### config.mk
export PLATFORM = sky130hd
export DESIGN_NAME = crcu_apb_regs_flat
export DESIGN_NICKNAME = d
export VERILOG_FILES = /design/src/rtl/crcu_apb_regs_if.sv /design/src/rtl/crcu_apb_regs.sv /design/src/flat_wrapper.sv
export SDC_FILE = /design/constraint.sdc
export NUM_CORES = 1
export LEC_CHECK = 0
export BUFFER_PORTS_ARGS = -buffer_cell sky130_fd_sc_hd__buf_4
export CORE_MARGIN = 1.5
export CORE_UTILIZATION = 36
export CTS_CLUSTER_DIAMETER = 100
export DETAILED_ROUTE_END_ITERATION = 10
export PLACE_DENSITY = 0.76
export SYNTH_ARGS = -nofsm -noshare
export SYNTH_HDL_FRONTEND = slang
export SYNTH_SLANG_ARGS = --single-unit
### constraint.sdc
create_clock -name CRCU_CLK -period 2 [get_ports CRCU_CLK]
set_clock_uncertainty 0.15 [all_clocks]
set_input_delay 0 -clock CRCU_CLK [delete_from_list [all_inputs] [get_ports CRCU_CLK]]
set_output_delay 0 -clock CRCU_CLK [all_outputs]
set_load 0.02 [all_outputs]
### src/rtl/crcu_apb_regs_if.sv
// APB3 bus bundle for the CRCU register block.
//   master: drives psel/penable/pwrite/paddr/pwdata, receives prdata/pready/pslverr
//   slave : the mirror image
interface crcu_apb_regs_if;
    logic        psel;
    logic        penable;
    logic        pwrite;
    logic [7:0]  paddr;
    logic [31:0] pwdata;
    logic [31:0] prdata;
    logic        pready;
    logic        pslverr;

    modport master (output psel, penable, pwrite, paddr, pwdata,
                    input  prdata, pready, pslverr);
    modport slave  (input  psel, penable, pwrite, paddr, pwdata,
                    output prdata, pready, pslverr);
endinterface

### src/rtl/crcu_apb_regs.sv
// CRCU APB3 register block: control words for the reset/clock generators
// and reset-generator status for software.
//   CRCU_CLK, CRCU_RST_N : clock, async active-low reset
//   apb                  : APB3 slave port (8-bit byte address, 32-bit data)
//   rst_active           : reset generator output (same clock domain)
//   rst_ctl_reg          : {13'b0, DURATION, 1'b0, RST_EN, SW_RST pulse}
//   clk_ctl_reg          : {24'b0, EN}
// Map: 0x00 RST_CTL, 0x04 STATUS, 0x08 CLK_CTL, 0x0C ID (read-only).
module crcu_apb_regs #(
    parameter int          WAIT_STATES      = 0,
    parameter logic [15:0] DEF_RST_DURATION = 16'd16,
    parameter logic [7:0]  DEF_CLK_EN       = 8'hFF,
    parameter logic [31:0] BLOCK_ID         = 32'hC5C0_0100
) (
    input  logic                  CRCU_CLK,
    input  logic                  CRCU_RST_N,
    crcu_apb_regs_if.slave        apb,
    input  logic                  rst_active,
    output logic [31:0]           rst_ctl_reg,
    output logic [31:0]           clk_ctl_reg
);

    typedef enum logic [1:0] {S_IDLE, S_WAIT, S_RESP} state_e;

    localparam logic [2:0] WS_LOAD = (WAIT_STATES > 0) ? 3'(WAIT_STATES - 1) : 3'd0;

    state_e      state_q, state_d;
    logic [2:0]  cnt_q, cnt_d;
    logic [15:0] dur_q, dur_d;
    logic        rst_en_q, rst_en_d;
    logic        sw_rst_q, sw_rst_d;
    logic [7:0]  clk_en_q, clk_en_d;
    logic        done_q, done_d;
    logic        act_q;

    logic        xfer_done, err, wr_commit;
    logic [1:0]  idx;
    logic [31:0] rdata;

    // ---------------- transfer FSM ----------------
    always_comb begin
        state_d = state_q;
        cnt_d   = cnt_q;
        case (state_q)
            S_IDLE: if (apb.psel && !apb.penable) begin
                cnt_d   = WS_LOAD;
                state_d = (WAIT_STATES > 0) ? S_WAIT : S_RESP;
            end
            S_WAIT: begin
                if (!apb.psel) begin
                    state_d = S_IDLE;          // master gave up: abort
                end else begin
                    cnt_d = cnt_q - 3'd1;
                    if (cnt_q == 3'd0) state_d = S_RESP;
                end
            end
            S_RESP:  state_d = S_IDLE;
            default: state_d = S_IDLE;
        endcase
    end

    always_ff @(posedge CRCU_CLK or negedge CRCU_RST_N) begin
        if (!CRCU_RST_N) begin
            state_q <= S_IDLE;
            cnt_q   <= 3'd0;
        end else begin
            state_q <= state_d;
            cnt_q   <= cnt_d;
        end
    end

    // ---------------- decode / response ----------------
    // Completion needs a live access phase; a dropped psel in RESP aborts.
    assign xfer_done = (state_q == S_RESP) && apb.psel && apb.penable;
    assign idx       = apb.paddr[3:2];
    // RST_CTL is locked while the generator is mid-pulse.
    assign err = (apb.paddr[1:0] != 2'b00) || (apb.paddr > 8'h0C) ||
                 (apb.pwrite && idx == 2'd3) ||
                 (apb.pwrite && idx == 2'd0 && rst_active);
    assign wr_commit = xfer_done && apb.pwrite && !err;

    always_comb begin
        rdata = 32'h0;
        case (idx)
            2'd0: rdata = {13'b0, dur_q, 1'b0, rst_en_q, 1'b0};
            2'd1: rdata = {30'b0, done_q, rst_active};
            2'd2: rdata = {24'b0, clk_en_q};
            2'd3: rdata = BLOCK_ID;
            default: rdata = 32'h0;
        endcase
    end

    assign apb.pready  = xfer_done;
    assign apb.pslverr = xfer_done && err;
    assign apb.prdata  = (xfer_done && !err) ? rdata : 32'h0;

    // ---------------- register updates ----------------
    always_comb begin
        dur_d    = dur_q;
        rst_en_d = rst_en_q;
        clk_en_d = clk_en_q;
        done_d   = done_q;
        sw_rst_d = 1'b0;
        if (wr_commit) begin
            case (idx)
                2'd0: begin
                    dur_d    = apb.pwdata[18:3];
                    rst_en_d = apb.pwdata[1];
                    sw_rst_d = apb.pwdata[0];
                end
                2'd1: if (apb.pwdata[1]) done_d = 1'b0;
                2'd2: clk_en_d = apb.pwdata[7:0];
                default: ;
            endcase
        end
        // Falling edge of rst_active overrides a same-cycle clear.
        if (act_q && !rst_active) done_d = 1'b1;
    end

    always_ff @(posedge CRCU_CLK or negedge CRCU_RST_N) begin
        if (!CRCU_RST_N) begin
            dur_q    <= DEF_RST_DURATION;
            rst_en_q <= 1'b1;
            sw_rst_q <= 1'b0;
            clk_en_q <= DEF_CLK_EN;
            done_q   <= 1'b0;
            act_q    <= 1'b0;
        end else begin
            dur_q    <= dur_d;
            rst_en_q <= rst_en_d;
            sw_rst_q <= sw_rst_d;
            clk_en_q <= clk_en_d;
            done_q   <= done_d;
            act_q    <= rst_active;
        end
    end

    assign rst_ctl_reg = {13'b0, dur_q, 1'b0, rst_en_q, sw_rst_q};
    assign clk_ctl_reg = {24'b0, clk_en_q};

endmodule

### src/flat_wrapper.sv
// flat-port wrapper written by rule: the top's interface ports become plain ports
module crcu_apb_regs_flat 
#(
    parameter int          WAIT_STATES      = 0,
    parameter logic [15:0] DEF_RST_DURATION = 16'd16,
    parameter logic [7:0]  DEF_CLK_EN       = 8'hFF,
    parameter logic [31:0] BLOCK_ID         = 32'hC5C0_0100
)
  (CRCU_CLK, CRCU_RST_N, rst_active, rst_ctl_reg, clk_ctl_reg, apb_psel, apb_penable, apb_pwrite, apb_paddr, apb_pwdata, apb_prdata, apb_pready, apb_pslverr);
  crcu_apb_regs_if apb_i ();
  input  logic CRCU_CLK;
  input  logic CRCU_RST_N;
  input  logic rst_active;
  output logic [31:0] rst_ctl_reg;
  output logic [31:0] clk_ctl_reg;
  input wire logic [$bits(apb_i.psel)-1:0] apb_psel;
  input wire logic [$bits(apb_i.penable)-1:0] apb_penable;
  input wire logic [$bits(apb_i.pwrite)-1:0] apb_pwrite;
  input wire logic [$bits(apb_i.paddr)-1:0] apb_paddr;
  input wire logic [$bits(apb_i.pwdata)-1:0] apb_pwdata;
  output wire logic [$bits(apb_i.prdata)-1:0] apb_prdata;
  output wire logic [$bits(apb_i.pready)-1:0] apb_pready;
  output wire logic [$bits(apb_i.pslverr)-1:0] apb_pslverr;
  assign apb_i.psel = apb_psel;
  assign apb_i.penable = apb_penable;
  assign apb_i.pwrite = apb_pwrite;
  assign apb_i.paddr = apb_paddr;
  assign apb_i.pwdata = apb_pwdata;
  assign apb_prdata = apb_i.prdata;
  assign apb_pready = apb_i.pready;
  assign apb_pslverr = apb_i.pslverr;
  crcu_apb_regs #(.WAIT_STATES(WAIT_STATES), .DEF_RST_DURATION(DEF_RST_DURATION), .DEF_CLK_EN(DEF_CLK_EN), .BLOCK_ID(BLOCK_ID)) u_core (.CRCU_CLK(CRCU_CLK), .CRCU_RST_N(CRCU_RST_N), .apb(apb_i), .rst_active(rst_active), .rst_ctl_reg(rst_ctl_reg), .clk_ctl_reg(clk_ctl_reg));
endmodule
==> flow_metrics.env <==
export IMPL_setup_viol=0
export IMPL_grt_pass1_wl_um=6490
export IMPL_dieArea_um2=5710
export IMPL_cts_tree="yes"
export IMPL_drc=0
export IMPL_drt_iter0_drc=39
export IMPL_clk_pin_slew_ns=0.07
export IMPL_synthFlopType="dfrtp_1"
export IMPL_hpwl_um=2950
export IMPL_antenna_found_initial=0
export IMPL_crit_chain="nand3_4 > or3_4 > buf_12 > nor3_1 > buf_4"
export IMPL_cp_arrival_ns=1.80
export IMPL_layout_commonest_cell="buf_4"
export IMPL_seqPwrFrac_pct=45.2
export IMPL_hold_path_class="input port to asynchronous set/reset pin"
export IMPL_syn_avg_cell_area_um2=11.0
export IMPL_max_cap_violations=0
export IMPL_finalCritPeriodShare_pct=97.6
export IMPL_clkSinkCount=29
export IMPL_p_clk_share_pct=37.3
export IMPL_synth_cell_types=35
export IMPL_slowest_stage="or3_4"
export IMPL_final_cell_mix="buf_4 (85), conb_1 (45), dlygate4sd3_1 (24), dfrtp_1 (19), mux2_2 (15)"
export IMPL_rsz0062_at_grt="false"
export IMPL_cts_root_buf="clkbuf_8"
export IMPL_fin_crit_ns=1.95
export IMPL_tns_ns=0
export IMPL_synthCells=173
export IMPL_ys_async_sr_fraction_pct=100
export IMPL_io_pin_count=144
export IMPL_worst_slew_pin_slew_ns=0.711
export IMPL_drtAntennaViolNets=0
export IMPL_cts_buffers=5
export IMPL_power_switching_share_pct=26.5
export IMPL_via_per_inst=4.25
export IMPL_fmax_mhz=512
export IMPL_p_leak_nw=1.48
export IMPL_clockBufferDepth=2
export IMPL_synth_edf_count=0
export IMPL_ys_seq_area_share_pct=38.9
export IMPL_synth_area_mux_share_pct=20.0
export IMPL_grt_usage_pct=15.3
export IMPL_grt_ovfl_total=0
export IMPL_routedWlPerCell_um=12.3
export IMPL_placed_area_um2=2410
export IMPL_area_delta_synth_final_pct=49.9
export IMPL_fin_util_pct=55.6
export IMPL_status="finished clean"
export IMPL_fp_coreArea_um2=5110
export IMPL_die_h_um=75.6
export IMPL_stdcell_count=353
export IMPL_final_area_um2=2840
export IMPL_hold_viol=0
export IMPL_internal_power_mw=0.965
export IMPL_power_switching_mw=0.348
export IMPL_synth_xor_area_share_pct=0
export IMPL_routabilityCongestion=0.725
export IMPL_cp_start_kind="flip-flop"
export IMPL_highest_layer="met4"
export IMPL_synth_adder_area_share_pct=0
export IMPL_first_global_vias=1403
export IMPL_io_buffer_count=85
export IMPL_max_stage_delay_ns=0.46
export IMPL_grt_max_degree=30
export IMPL_holdWs_ns=0.0385
export IMPL_die_w_um=75.6
export IMPL_slew_headroom_pct=52.5
export IMPL_drive_gt1_share_pct=52.7
export IMPL_post_place_ws_ns=0.0454
export IMPL_m1WireLength_um=1720
export IMPL_drt_pass1_iter_count=4
export IMPL_max_vdd_ir_drop_v=0.000368
export IMPL_dp_cells=319
export IMPL_synth_seq_cells=29
export IMPL_insertion_delay_ns=0.28
export IMPL_netlist_area_um2=1900
export IMPL_p_per_area_nw_per_um2=462
export IMPL_combPwrFrac_pct=17.4
export IMPL_ctsHtreeMaxLevel=2
export IMPL_vias=1500
export IMPL_synth_simple_area_share_pct=13.4
export IMPL_endpoint_kind="output port"
export IMPL_routed_wl_met3_um=353
export IMPL_rows=26
export IMPL_synth_warnings=0
export IMPL_critPathRequiredTime_ns=1.85
export IMPL_start_util_pct=37.1
export IMPL_crit_fanout=6
export IMPL_synth_compound_area_share_pct=3.30
export IMPL_finalWorstSetupSlack_ns=0.0480
export IMPL_synth_top_family_by_area="buffers and inverters"
export IMPL_slew_violations=0
export IMPL_wl_met2_um=2210
export IMPL_wl_um=4340
export IMPL_power_mw=1.31
export IMPL_nets=328
export IMPL_antenna_cells=0
export IMPL_crit_type="flip-flop to output port"
[final cells by class]
class	count	area [um^2]
clock buffer	8	90.1
tap	70	87.6
inverter	3	11.3
fill	456	2270
timing repair buffer	118	988
sequential	29	738
multi-input combinational	125	926
[critical path: cells and delay by family, from the launching register on]
kind	cells	cell delay, ns
buf+inv	2	0.33
flops	1	0.39
simple gates	3	0.79
[layer usage]
metal	track usage, %	vias up
li1	-	706
met1	18.4	701
met2	26.2	86
met3	4.63	7
met4	4.76	0
met5	0	-
[final timing paths]
path                                        start                 end  slack [ns]  depth (start not counted)
max in group asynchronous              CRCU_RST_N  u_core.clk_en_q[5]        1.35                          2
worst max-delay path            u_core.state_q[1]       apb_prdata[2]        0.05                          5
worst max register to register  u_core.state_q[1]     u_core.dur_q[5]        0.13                          3
worst min register to register       u_core.act_q       u_core.done_q        0.37                          2
min in group CRCU_CLK                  apb_pwrite       u_core.done_q        0.04                          4
worst min-delay path                   CRCU_RST_N     u_core.sw_rst_q        0.04                          2
[registers in the layout, summed over array words and instances, names as in the netlist]
signal / flops
u_core.act_q: 1
u_core.clk_en_q: 8
u_core.done_q: 1
u_core.dur_q: 16
u_core.rst_en_q: 1
u_core.state_q: 1
u_core.sw_rst_q: 1
[Yosys cell counts (2+ instances only)]
library cell / number / area share [%]
dfrtp_1: 19 / 25
nor3b_1: 3 / 1.2
and2_1: 11 / 3.6
buf_2: 2 / 0.53
clkbuf_1: 4 / 0.79
nor2_1: 3 / 0.59
a2bb2oi_1: 2 / 0.92
mux2i_1: 6 / 3.2
nor3_1: 8 / 2.1
nor4_1: 2 / 0.66
nand2_1: 4 / 0.79
inv_1: 3 / 0.59
dfstp_2: 10 / 14
mux2_2: 15 / 8.9
buf_4: 52 / 21
mux2_4: 10 / 7.9
[cells by family after synthesis]
family,after synthesis
buf+inv,63
simple gates,41
mux,31
flops,29
compound gates,8
other cells,1
[timing repair]
action | CTS | global route
setup endpoints to repair | 6 | 7
pin swaps | 2 | 2
hold buffers | 24 | 0
resized for setup | 4 | 12
hold endpoints to repair | 58 | 0
buffers inserted | 1 | 2
[power groups by stage]
stage	registers (mW)	logic, mW	clock network (mW)
detailed placement	0.603	0.189	0
global placement	0.603	0.187	0
CTS	0.593	0.225	0.504
global route	0.594	0.253	0.530
floorplan	0.605	0.178	0
finish	0.594	0.229	0.490
(Power assumes the default switching activity.)
